## src/rtl/dpram_arb_pkg.sv

```systemverilog
// Shared types for the two-master DPRAM arbiter: FSM state encoding and read-owner tags.
package dpram_arb_pkg;

  typedef enum logic [2:0] {
    IDLE     = 3'd0,
    GNT0     = 3'd1,
    GNT1     = 3'd2,
    RD_BURST = 3'd3,
    WR_BURST = 3'd4
  } arb_state_t;

  localparam logic OWN_M0 = 1'b0;
  localparam logic OWN_M1 = 1'b1;

endpackage

```

## src/rtl/dpram_arb_rdpipe.sv

```systemverilog
// RD_LAT-stage {valid, owner} shift register that tracks issued RAM reads until their data returns.
module dpram_arb_rdpipe #(
  parameter int RD_LAT = 2
) (
  input  logic clk_i,
  input  logic rst_i,
  input  logic push_valid_i,
  input  logic push_owner_i,
  output logic pop_valid_o,
  output logic pop_owner_o
);

  logic [RD_LAT-1:0] valid_q;
  logic [RD_LAT-1:0] owner_q;

  always_ff @(posedge clk_i or posedge rst_i) begin
    if (rst_i) begin
      valid_q <= '0;
      owner_q <= '0;
    end else begin
      valid_q[0] <= push_valid_i;
      owner_q[0] <= push_owner_i;
      for (int i = 1; i < RD_LAT; i++) begin
        valid_q[i] <= valid_q[i-1];
        owner_q[i] <= owner_q[i-1];
      end
    end
  end

  assign pop_valid_o = valid_q[RD_LAT-1];
  assign pop_owner_o = owner_q[RD_LAT-1];

endmodule

```

## src/rtl/dpram_arbiter.sv

```systemverilog
// Two-master Avalon-MM arbiter onto one DPRAM port; M0 bursts hold the grant.
// Define MEM_ARB_FIXED_PRIO_EN for fixed M0 priority instead of round-robin.
module dpram_arbiter
  import dpram_arb_pkg::*;
#(
  parameter int ADDR_W  = 12,
  parameter int DATA_W  = 32,
  parameter int BURST_W = 5,
  parameter int RD_LAT  = 2
) (
  input  logic              iCLK,
  input  logic              iRESET,
  input  logic [ADDR_W-1:0] iM0_ADDRESS,
  input  logic              iM0_READ,
  input  logic              iM0_WRITE,
  input  logic [DATA_W-1:0] iM0_WRITE_DATA,
  input  logic [BURST_W-1:0] iM0_BURST_COUNT,
  output logic              oM0_WAIT_REQUEST,
  output logic [DATA_W-1:0] oM0_READ_DATA,
  output logic              oM0_READ_DATAVALID,
  input  logic [ADDR_W-1:0] iM1_ADDRESS,
  input  logic              iM1_READ,
  input  logic              iM1_WRITE,
  input  logic [DATA_W-1:0] iM1_WRITE_DATA,
  output logic              oM1_WAIT_REQUEST,
  output logic [DATA_W-1:0] oM1_READ_DATA,
  output logic              oM1_READ_DATAVALID,
  output logic              oRAM_CS,
  output logic              oRAM_WE,
  output logic [ADDR_W-1:0] oRAM_ADDRESS,
  output logic [DATA_W-1:0] oRAM_WRITE_DATA,
  input  logic [DATA_W-1:0] iRAM_READ_DATA,
  output logic [2:0]        oDBG_STATE
);

  // Handshake: a command/beat transfers in a cycle where (READ|WRITE) is high and WAIT_REQUEST
  // is low. WAIT_REQUEST depends only on arbiter state, never combinationally on the strobes.
  arb_state_t        state_q, state_d;
  logic              last_q, last_d;
  logic [ADDR_W-1:0] addr_q, addr_d;
  logic [BURST_W-1:0] remain_q, remain_d;
  logic              ram_cs_q, ram_cs_d;
  logic              ram_we_q, ram_we_d;
  logic [ADDR_W-1:0] ram_addr_q, ram_addr_d;
  logic [DATA_W-1:0] ram_wdata_q, ram_wdata_d;
  logic              ram_own_q, ram_own_d;
  logic              req0, req1, m0_wins;
  logic [BURST_W-1:0] m0_len;
  logic              pipe_valid, pipe_owner;

  assign req0   = iM0_READ | iM0_WRITE;
  assign req1   = iM1_READ | iM1_WRITE;
  assign m0_len = (iM0_BURST_COUNT == '0) ? BURST_W'(1) : iM0_BURST_COUNT;

`ifdef MEM_ARB_FIXED_PRIO_EN
  assign m0_wins = 1'b1;
`else
  assign m0_wins = (last_q == OWN_M1);
`endif

  always_comb begin
    state_d          = state_q;
    last_d           = last_q;
    addr_d           = addr_q;
    remain_d         = remain_q;
    ram_cs_d         = 1'b0;
    ram_we_d         = 1'b0;
    ram_addr_d       = ram_addr_q;
    ram_wdata_d      = ram_wdata_q;
    ram_own_d        = ram_own_q;
    oM0_WAIT_REQUEST = 1'b1;
    oM1_WAIT_REQUEST = 1'b1;
    case (state_q)
      IDLE: begin
        if (req0 && (!req1 || m0_wins)) begin
          state_d = GNT0;
          last_d  = OWN_M0;
        end else if (req1) begin
          state_d = GNT1;
          last_d  = OWN_M1;
        end
      end
      GNT0: begin
        oM0_WAIT_REQUEST = 1'b0;
        state_d          = IDLE;
        if (req0) begin
          ram_cs_d    = 1'b1;
          ram_we_d    = iM0_WRITE;
          ram_addr_d  = iM0_ADDRESS;
          ram_own_d   = OWN_M0;
          addr_d      = iM0_ADDRESS + ADDR_W'(1);
          remain_d    = m0_len - BURST_W'(1);
          if (iM0_WRITE) ram_wdata_d = iM0_WRITE_DATA;
          if (m0_len != BURST_W'(1)) state_d = iM0_WRITE ? WR_BURST : RD_BURST;
        end
      end
      RD_BURST: begin
        ram_cs_d   = 1'b1;
        ram_addr_d = addr_q;
        ram_own_d  = OWN_M0;
        addr_d     = addr_q + ADDR_W'(1);
        remain_d   = remain_q - BURST_W'(1);
        if (remain_q == BURST_W'(1)) state_d = IDLE;
      end
      WR_BURST: begin
        oM0_WAIT_REQUEST = 1'b0;
        if (iM0_WRITE) begin
          ram_cs_d    = 1'b1;
          ram_we_d    = 1'b1;
          ram_addr_d  = addr_q;
          ram_wdata_d = iM0_WRITE_DATA;
          ram_own_d   = OWN_M0;
          addr_d      = addr_q + ADDR_W'(1);
          remain_d    = remain_q - BURST_W'(1);
          if (remain_q == BURST_W'(1)) state_d = IDLE;
        end
      end
      GNT1: begin
        oM1_WAIT_REQUEST = 1'b0;
        state_d          = IDLE;
        if (req1) begin
          ram_cs_d   = 1'b1;
          ram_we_d   = iM1_WRITE;
          ram_addr_d = iM1_ADDRESS;
          ram_own_d  = OWN_M1;
          if (iM1_WRITE) ram_wdata_d = iM1_WRITE_DATA;
        end
      end
      default: state_d = IDLE;
    endcase
  end

  always_ff @(posedge iCLK or posedge iRESET) begin
    if (iRESET) begin
      state_q     <= IDLE;
      last_q      <= OWN_M1;
      addr_q      <= '0;
      remain_q    <= '0;
      ram_cs_q    <= 1'b0;
      ram_we_q    <= 1'b0;
      ram_addr_q  <= '0;
      ram_wdata_q <= '0;
      ram_own_q   <= OWN_M0;
    end else begin
      state_q     <= state_d;
      last_q      <= last_d;
      addr_q      <= addr_d;
      remain_q    <= remain_d;
      ram_cs_q    <= ram_cs_d;
      ram_we_q    <= ram_we_d;
      ram_addr_q  <= ram_addr_d;
      ram_wdata_q <= ram_wdata_d;
      ram_own_q   <= ram_own_d;
    end
  end

  // Tags enter the pipe from the registered strobe, so the last stage lines up with RAM data.
  dpram_arb_rdpipe #(.RD_LAT(RD_LAT)) u_rdpipe (
    .clk_i       (iCLK),
    .rst_i       (iRESET),
    .push_valid_i(ram_cs_q & ~ram_we_q),
    .push_owner_i(ram_own_q),
    .pop_valid_o (pipe_valid),
    .pop_owner_o (pipe_owner)
  );

  assign oM0_READ_DATAVALID = pipe_valid & (pipe_owner == OWN_M0);
  assign oM1_READ_DATAVALID = pipe_valid & (pipe_owner == OWN_M1);
  assign oM0_READ_DATA      = oM0_READ_DATAVALID ? iRAM_READ_DATA : '0;
  assign oM1_READ_DATA      = oM1_READ_DATAVALID ? iRAM_READ_DATA : '0;
  assign oRAM_CS            = ram_cs_q;
  assign oRAM_WE            = ram_we_q;
  assign oRAM_ADDRESS       = ram_addr_q;
  assign oRAM_WRITE_DATA    = ram_wdata_q;
  assign oDBG_STATE         = state_q;

endmodule

```

## config.mk

```make
export PLATFORM = sky130hd
export DESIGN_NAME = dpram_arbiter
export DESIGN_NICKNAME = d
export VERILOG_FILES = /design/src/rtl/dpram_arb_pkg.sv /design/src/rtl/dpram_arb_rdpipe.sv /design/src/rtl/dpram_arbiter.sv
export SDC_FILE = /design/constraint.sdc
export NUM_CORES = 1
export LEC_CHECK = 0
export CORE_ASPECT_RATIO = 1.25
export CORE_UTILIZATION = 39
export DETAILED_ROUTE_END_ITERATION = 7
export GPL_TIMING_DRIVEN = 1
export PLACE_DENSITY = 0.81
export SYNTH_ARGS = -nofsm -noshare
export SYNTH_HDL_FRONTEND = slang
export SYNTH_SLANG_ARGS = --single-unit
```

## constraint.sdc

```tcl
create_clock -name iCLK -period 3.5 [get_ports iCLK]
set_clock_uncertainty 0.05 [all_clocks]
set_input_delay 0.7 -clock iCLK [delete_from_list [all_inputs] [get_ports iCLK]]
set_output_delay 0.7 -clock iCLK [all_outputs]
set_load 0.02 [all_outputs]
```

After elaboration in Yosys (flattened, before gate mapping)
Index checks and enable logic that the tools add are counted.
{ "word_totals": {"register_bits": 72, "in_bits": 131, "wordCells": 88} }
{ "classes": {"addsub": 4, "n_eq_ne": 11, "muxes": 40, "n_bitwise": 7, "reduce_logical": 15} }
{ "op_table": {"columns": ["cell", "count"], "rows": [
  ["$mux 32", 6],
  ["$pmux 32 s3", 1],
  ["$mux 12", 5],
  ["$pmux 12 s4", 1],
  ["$pmux 12 s3", 1],
  ["$add 12x1->12 const B", 2],
  ["$mux 3", 7],
  ["$mux 5", 3],
  ["$pmux 5 s3", 1],
  ["$pmux 3 s4", 1],
  ["$mux 1", 11],
  ["$sub 5x1->5 const B", 2],
  ["$ne 2x2->1 const B", 4],
  ["$pmux 1 s4", 2],
  ["$reduce_and 4->1", 2],
  ["$eq 3x2->1 const B", 2],
  ["$reduce_bool 3->1", 2],
  ["$eq 5x1->1 const B", 1],
  ["$logic_not 5->1", 1],
  ["$ne 5x1->1 const B", 1],
  ["$reduce_and 2->1", 2],
  ["$reduce_bool 4->1", 1],
  ["$and 1x1->1", 3],
  ["$eq 3x1->1 const B", 1],
  ["other kinds (12)", 14]
]} }

Depth between registers and ports, before layout
Gate-level depths: netlist of the first run.
{ "depth": {"depth_word": 6, "depth_mapped": 14, "mapped_depth_nobuf": 10} }

Cells and area by module
A second synthesis of the first run with hierarchy kept.
{ "unflattened": {"cells_unflattened": 530, "hier_area_um2": 4538.1} }
{ "by_module_without_submodules": {"columns": ["mod", "instances", "cells_per_inst", "area_per_inst_um2", "seq_area_each_um2"], "rows": [
  ["dpram_arbiter", 1, 525, 4434.3, 1702.9],
  ["dpram_arb_rdpipe", 1, 5, 103.8, 100.1]
]} }

Least setup slack after synthesis of the first run
Ideal clock, no wire load.
{ "synth_timing": {"path_kind": "register to register", "from": "register state_q[1] (netlist: oDBG_STATE[1])", "to": "register addr_q[10]", "setup_ns": 0.135, "arrival_ns": 2.817, "setup_slack_ns": 0.498, "path_stages_with_launch": 14, "n_path_buf": 4, "period_less_slack_ns": 3.002, "cell_sequence": "dfrtp_1 -> buf_6 -> or3b_4 -> nand2_1 -> buf_2 -> buf_2 -> nand2_1 -> nand2_1 -> ha_1 -> clkbuf_1 -> nand2_1 -> mux2i_1 -> nor4b_1 -> nor4_1"} }
{ "synth_between": {"elab_chain_len": 3, "word_cells_on_any_way": 8, "cone_classes": "5 x eq/ne; 1 x mux; 2 x reduce/logical"} }
{ "synth_rtl": {"columns": ["element", "line", "rtl"], "rows": [
  ["start: declaration", "dpram_arbiter.sv:38", "arb_state_t state_q, state_d;"],
  ["start signal: assignment", "dpram_arbiter.sv:145", "state_q <= state_d;"],
  ["$eq 3x1->1 (tied with other cells)", "dpram_arbiter.sv:73", "case (state_q)"],
  ["$ne 2x2->1 (no line) / $reduce_bool 3->1 (equally long branches)", null, null],
  ["$reduce_and 3->1 (no line)", null, null],
  ["end signal: assignment", "dpram_arbiter.sv:147", "addr_q <= addr_d;"],
  ["end: declaration", "dpram_arbiter.sv:40", "logic [ADDR_W-1:0] addr_q, addr_d;"]
]} }
Several ways; a longest one is shown, not always the timed one.
A chain may end at the register's enable or synchronous reset.

Worst setup path in the final report of the first run
{ "layout_timing": {"from": "register u_rdpipe.owner_q[1]", "to": "output oM0_READ_DATA[21]"} }
{ "layout_between": {"elab_chain_len": 3} }
{ "layout_rtl": {"columns": ["element", "line", "rtl"], "rows": [
  ["start: declaration", "dpram_arb_rdpipe.sv:14", "logic [RD_LAT-1:0] owner_q;"],
  ["start signal: indexed assignment", "dpram_arb_rdpipe.sv:25", "owner_q[i] <= owner_q[i-1];"],
  ["$not 1->1", "dpram_arbiter.sv:167", "assign oM0_READ_DATAVALID = pipe_valid & (pipe_owner == OWN_M0);"],
  ["$and 1x1->1", "dpram_arbiter.sv:167", null],
  ["$mux 32", "dpram_arbiter.sv:169", "assign oM0_READ_DATA = oM0_READ_DATAVALID ? iRAM_READ_DATA : '0;"],
  ["end: declaration", "dpram_arbiter.sv:19", "output logic [DATA_W-1:0] oM0_READ_DATA,"]
]} }
No other way between the ends.

==> results.md, run 1 <==
• **status** complete, no violations
• **Clk Tree Root Cell** clkbuf_16
• **post-detail-place hpwl** 12.3 mm
• **sequential fraction of design power** 0.255
• **number of antenna violations at the first check in global routing** 0
• **number of DRC violations after detailed routing** 0
• **detailed-route wire length** 16.0 mm
• **Worst slew margin** 0.439
• **syn avg cell area** 8.59 um2
• **PostCTS Resize Cnt** 0
• **layout cells sized above 1** 0.0510
• **Final #Nets** 876
• **cts hold-fix bufs** 0
• **commonest cells in the synthesized netlist** dfrtp_1, nand2_1, o21ai_0, and3_1
• **leakage** 3.06 nW
• **number of nets in the synthesized netlist** 652
• **dpl cells** 864
• **area taken by flip-flops and latches** 1800 um2
• **latest clock arrival within the worst-skew pair** 0.33 ns
• **Setup Slack @ Placement** 0.602 ns
• **post-detailed-route via-to-cell ratio** 5.47
• **most frequently used flop master after synthesis** dfrtp_1
• **Fmax achieved** 324 MHz
• **clk slew on worst S/H paths** 0.06 ns
• **buffers added on ports** 247
• **routed wire length per instance** 18.2 um
• **Synth Instances** 516
• **initial standard-cell utilization of the core** 0.400
• **multi-input logic area** 2390 um2
• **number of different library cells in the post-synthesis netlist** 54
• **fill cell total of the finished layout** 919
• **Syn Std Cell Area** 4430 um2
• **most common cell in the netlist** dfrtp_1
• **Worst Path Class, Setup** reg -> out
• **launch point of the worst path** u_rdpipe.owner_q[1]
• **die outline width** 97.4 um
• **Die Y-Extent** 121 um
• **First-pass DRT Iterations** 6
• **CTS H-Tree Depth** 3
• **overall overflow remaining after global route** 0
• **post-layout worst setup margin** 0.417 ns
• **largest cells by area after synthesis** dfrtp_1, mux2i_1, nand2_1, and3_1, o21ai_0
• **I/O pin count** 248
• **path category of the worst min-delay check** reg -> reg
• **Clock Tree Buf Depth** 2
• **Clock power frac** 0.157
• **category of the worst setup path capture point** output port
• **wire length of the first global-routing pass** 24.2 mm
• **RSZ-0062 raised after global routing** no
• **crit share post-route** 0.881
• **net switching power** 0.00282 W
• **Logic pwr share** 0.588
• **worst vdd rail ir drop** 517 uV
• **number of setup violations in the final report** 0
• **vias in the first global route** 4522
• **minimum clock period after layout** 3.08 ns
• **number of hold violations in the final report** 0
• **Post-synth EDFFs** 0
• **Post-Route Setup TNS** 0 ns
• **Worst Setup Start Kind** register
• **cell taking the most area after synthesis** dfrtp_1
• **flip-flop and latch count after synthesis** 72
• **largest net degree at the start of global routing** 66
• **Clock Sink Count** 72
• **setup fix buffers added after clock tree synthesis** 0
• **via total after detailed routing** 4817
• **MaxCap Viol Count** 0
• **share of synthesized area occupied by flip-flops and latches** 0.407
• **area of the die** 11800 um2
• **YS warnings** 0
• **Pint** 0.00355 W
• **source of the worst hold timing path** u_rdpipe.valid_q[0]
• **WP data arrival** 2.33 ns
• **CTS tree** done
• **Sw Ratio** 0.442
• **Num CTS Buffers** 9
• **highest-delay cell along the critical path** dfrtp_1
• **worst slew pin tran** 0.839 ns
• **final slew viol count** 0
• **RR Startpoint** oDBG_STATE[2]
• **worst reg-to-reg path cell count** 9
• **final antenna diode count** 0
• **global-route usage over all layers** 0.260
• **final weighted congestion of routability-driven global placement** 0.972
• **Hold Crit Depth** 0
• **top fanout value on the critical path** 34
• **core box area** 11100 um2
• **number of standard-cell rows in the floorplan** 43
• **CP cell instances** nor2b_1 > buf_4 > and2_1 > clkdlybuf4s50_1
• **DRT antenna net count** 0
• **fraction of registers with async set/reset** 1.00
• **layout overhead on the synthesized area** 64.1%
• **area share of the largest cell type after synthesis** 0.401
• **final instance count without filler cells** 880
• **pwr/cell area** 876 nW/um2
• **Iter 0 DRT Violations** 322
• **Crit path required time** 2.75 ns
• **largest incremental delay on the critical path** 0.69 ns
layout by cell type (no fill, tap or decap), types with 4 or more instances in the layout:
master	n
clkdlybuf4s50_1	247
dfrtp_1	71
nand2_1	67
o21ai_0	44
and3_1	40
mux2i_1	35
and2_1	34
nor2_1	29
a21oi_1	22
a31oi_1	14
a22oi_1	11
inv_1	10
nand3_1	10
nor3_1	9
clkbuf_16	9
buf_4	9
nand4_1	6
xnor2_1	5
ha_1	5
a211oi_1	4
clkinv_4	4
critical path, delay by kind of cell, from the launching register on:
kind          cells  cell delay, ns
buf+inv           2            0.91
flops             1            0.69
simple gates      2            0.41
registers in the layout, indices dropped and copies added, names as in the netlist:
name,count
last_q,1
oRAM_WE,1
oRAM_WRITE_DATA,32
remain_q,5
oRAM_ADDRESS,12
u_rdpipe.valid_q,2
ram_own_q,1
addr_q,12
u_rdpipe.owner_q,2
oRAM_CS,1
oDBG_STATE,3
kinds of logic after synthesis:
logic type,synth area share
simple gates,0.255
compound gates,0.176
flops,0.407
buf+inv,0.0550
mux,0.0790
xor+xnor,0.0138
fa+ha+maj,0.0141
through the flow:
| stage | hold slack, ns | instance area, um2 | total power (W) | utilization |
|---|---|---|---|---|
| after floorplan | 0.281 | 4430 | 0.00387 | - |
| after global placement | 0.282 | 6950 | 0.00525 | 0.627 |
| after detailed placement | 0.289 | 6950 | 0.00536 | 0.627 |
| after CTS | 0.302 | 7270 | 0.00638 | 0.656 |
| after global routing | 0.309 | 7270 | 0.00677 | 0.656 |
| final | 0.300 | 7270 | 0.00637 | 0.656 |
per-layer routing:
| layer | share of wire | wire length (um) | vias up | track usage |
|---|---|---|---|---|
| li1 | - | - | 2290 | - |
| met3 | 0.080 | 1270 | 30 | 0.0518 |
| met4 | 0.028 | 445 | 0 | 0.108 |
| met1 | 0.40 | 6380 | 2251 | 0.324 |
| met2 | 0.49 | 7880 | 246 | 0.439 |
| met5 | 0 | 0 | - | 0 |
path summary, 6_finish.rpt:
kind,to,slack [ns]
max in group asynchronous,last_q,2.19
max reg2reg,addr_q[10],0.54
min in group asynchronous,oRAM_WRITE_DATA[4],0.53
min reg2reg,u_rdpipe.valid_q[1],0.30
max,oM0_READ_DATA[21],0.42
min,u_rdpipe.valid_q[1],0.30
power groups by stage:
stage          Combinational (W)  Clock [W]  Sequential [W]
2_1_floorplan            0.00203          0         0.00184
3_3_place_gp             0.00365          0         0.00160
3_5_place_dp             0.00373          0         0.00163
4_1_cts                  0.00375    0.00102         0.00162
5_1_grt                  0.00403    0.00105         0.00169
6_report                 0.00375    0.00100         0.00163
layout make-up:
type / instances / share of cell area
Multi-Input combinational cell: 390 / 0.329
Tap cell: 135 / 0.0232
Clock inverter: 7 / 0.0143
Clock buffer: 9 / 0.0310
Inverter: 11 / 0.00568
Timing Repair Buffer: 256 / 0.349
Sequential cell: 72 / 0.248
(Power assumes the default switching activity.)
==> inputs of run 2 (changes only) <==
--- a/config.mk
+++ b/config.mk
@@ -8,6 +8,7 @@
 export CORE_ASPECT_RATIO = 1.25
 export CORE_UTILIZATION = 39
 export DETAILED_ROUTE_END_ITERATION = 7
+export GPL_ROUTABILITY_DRIVEN = 0
 export GPL_TIMING_DRIVEN = 1
 export PLACE_DENSITY = 0.81
 export SYNTH_ARGS = -nofsm -noshare
==> results of run 2 <==
No change in the layout: final DEF, timing and power equal those of run 1.
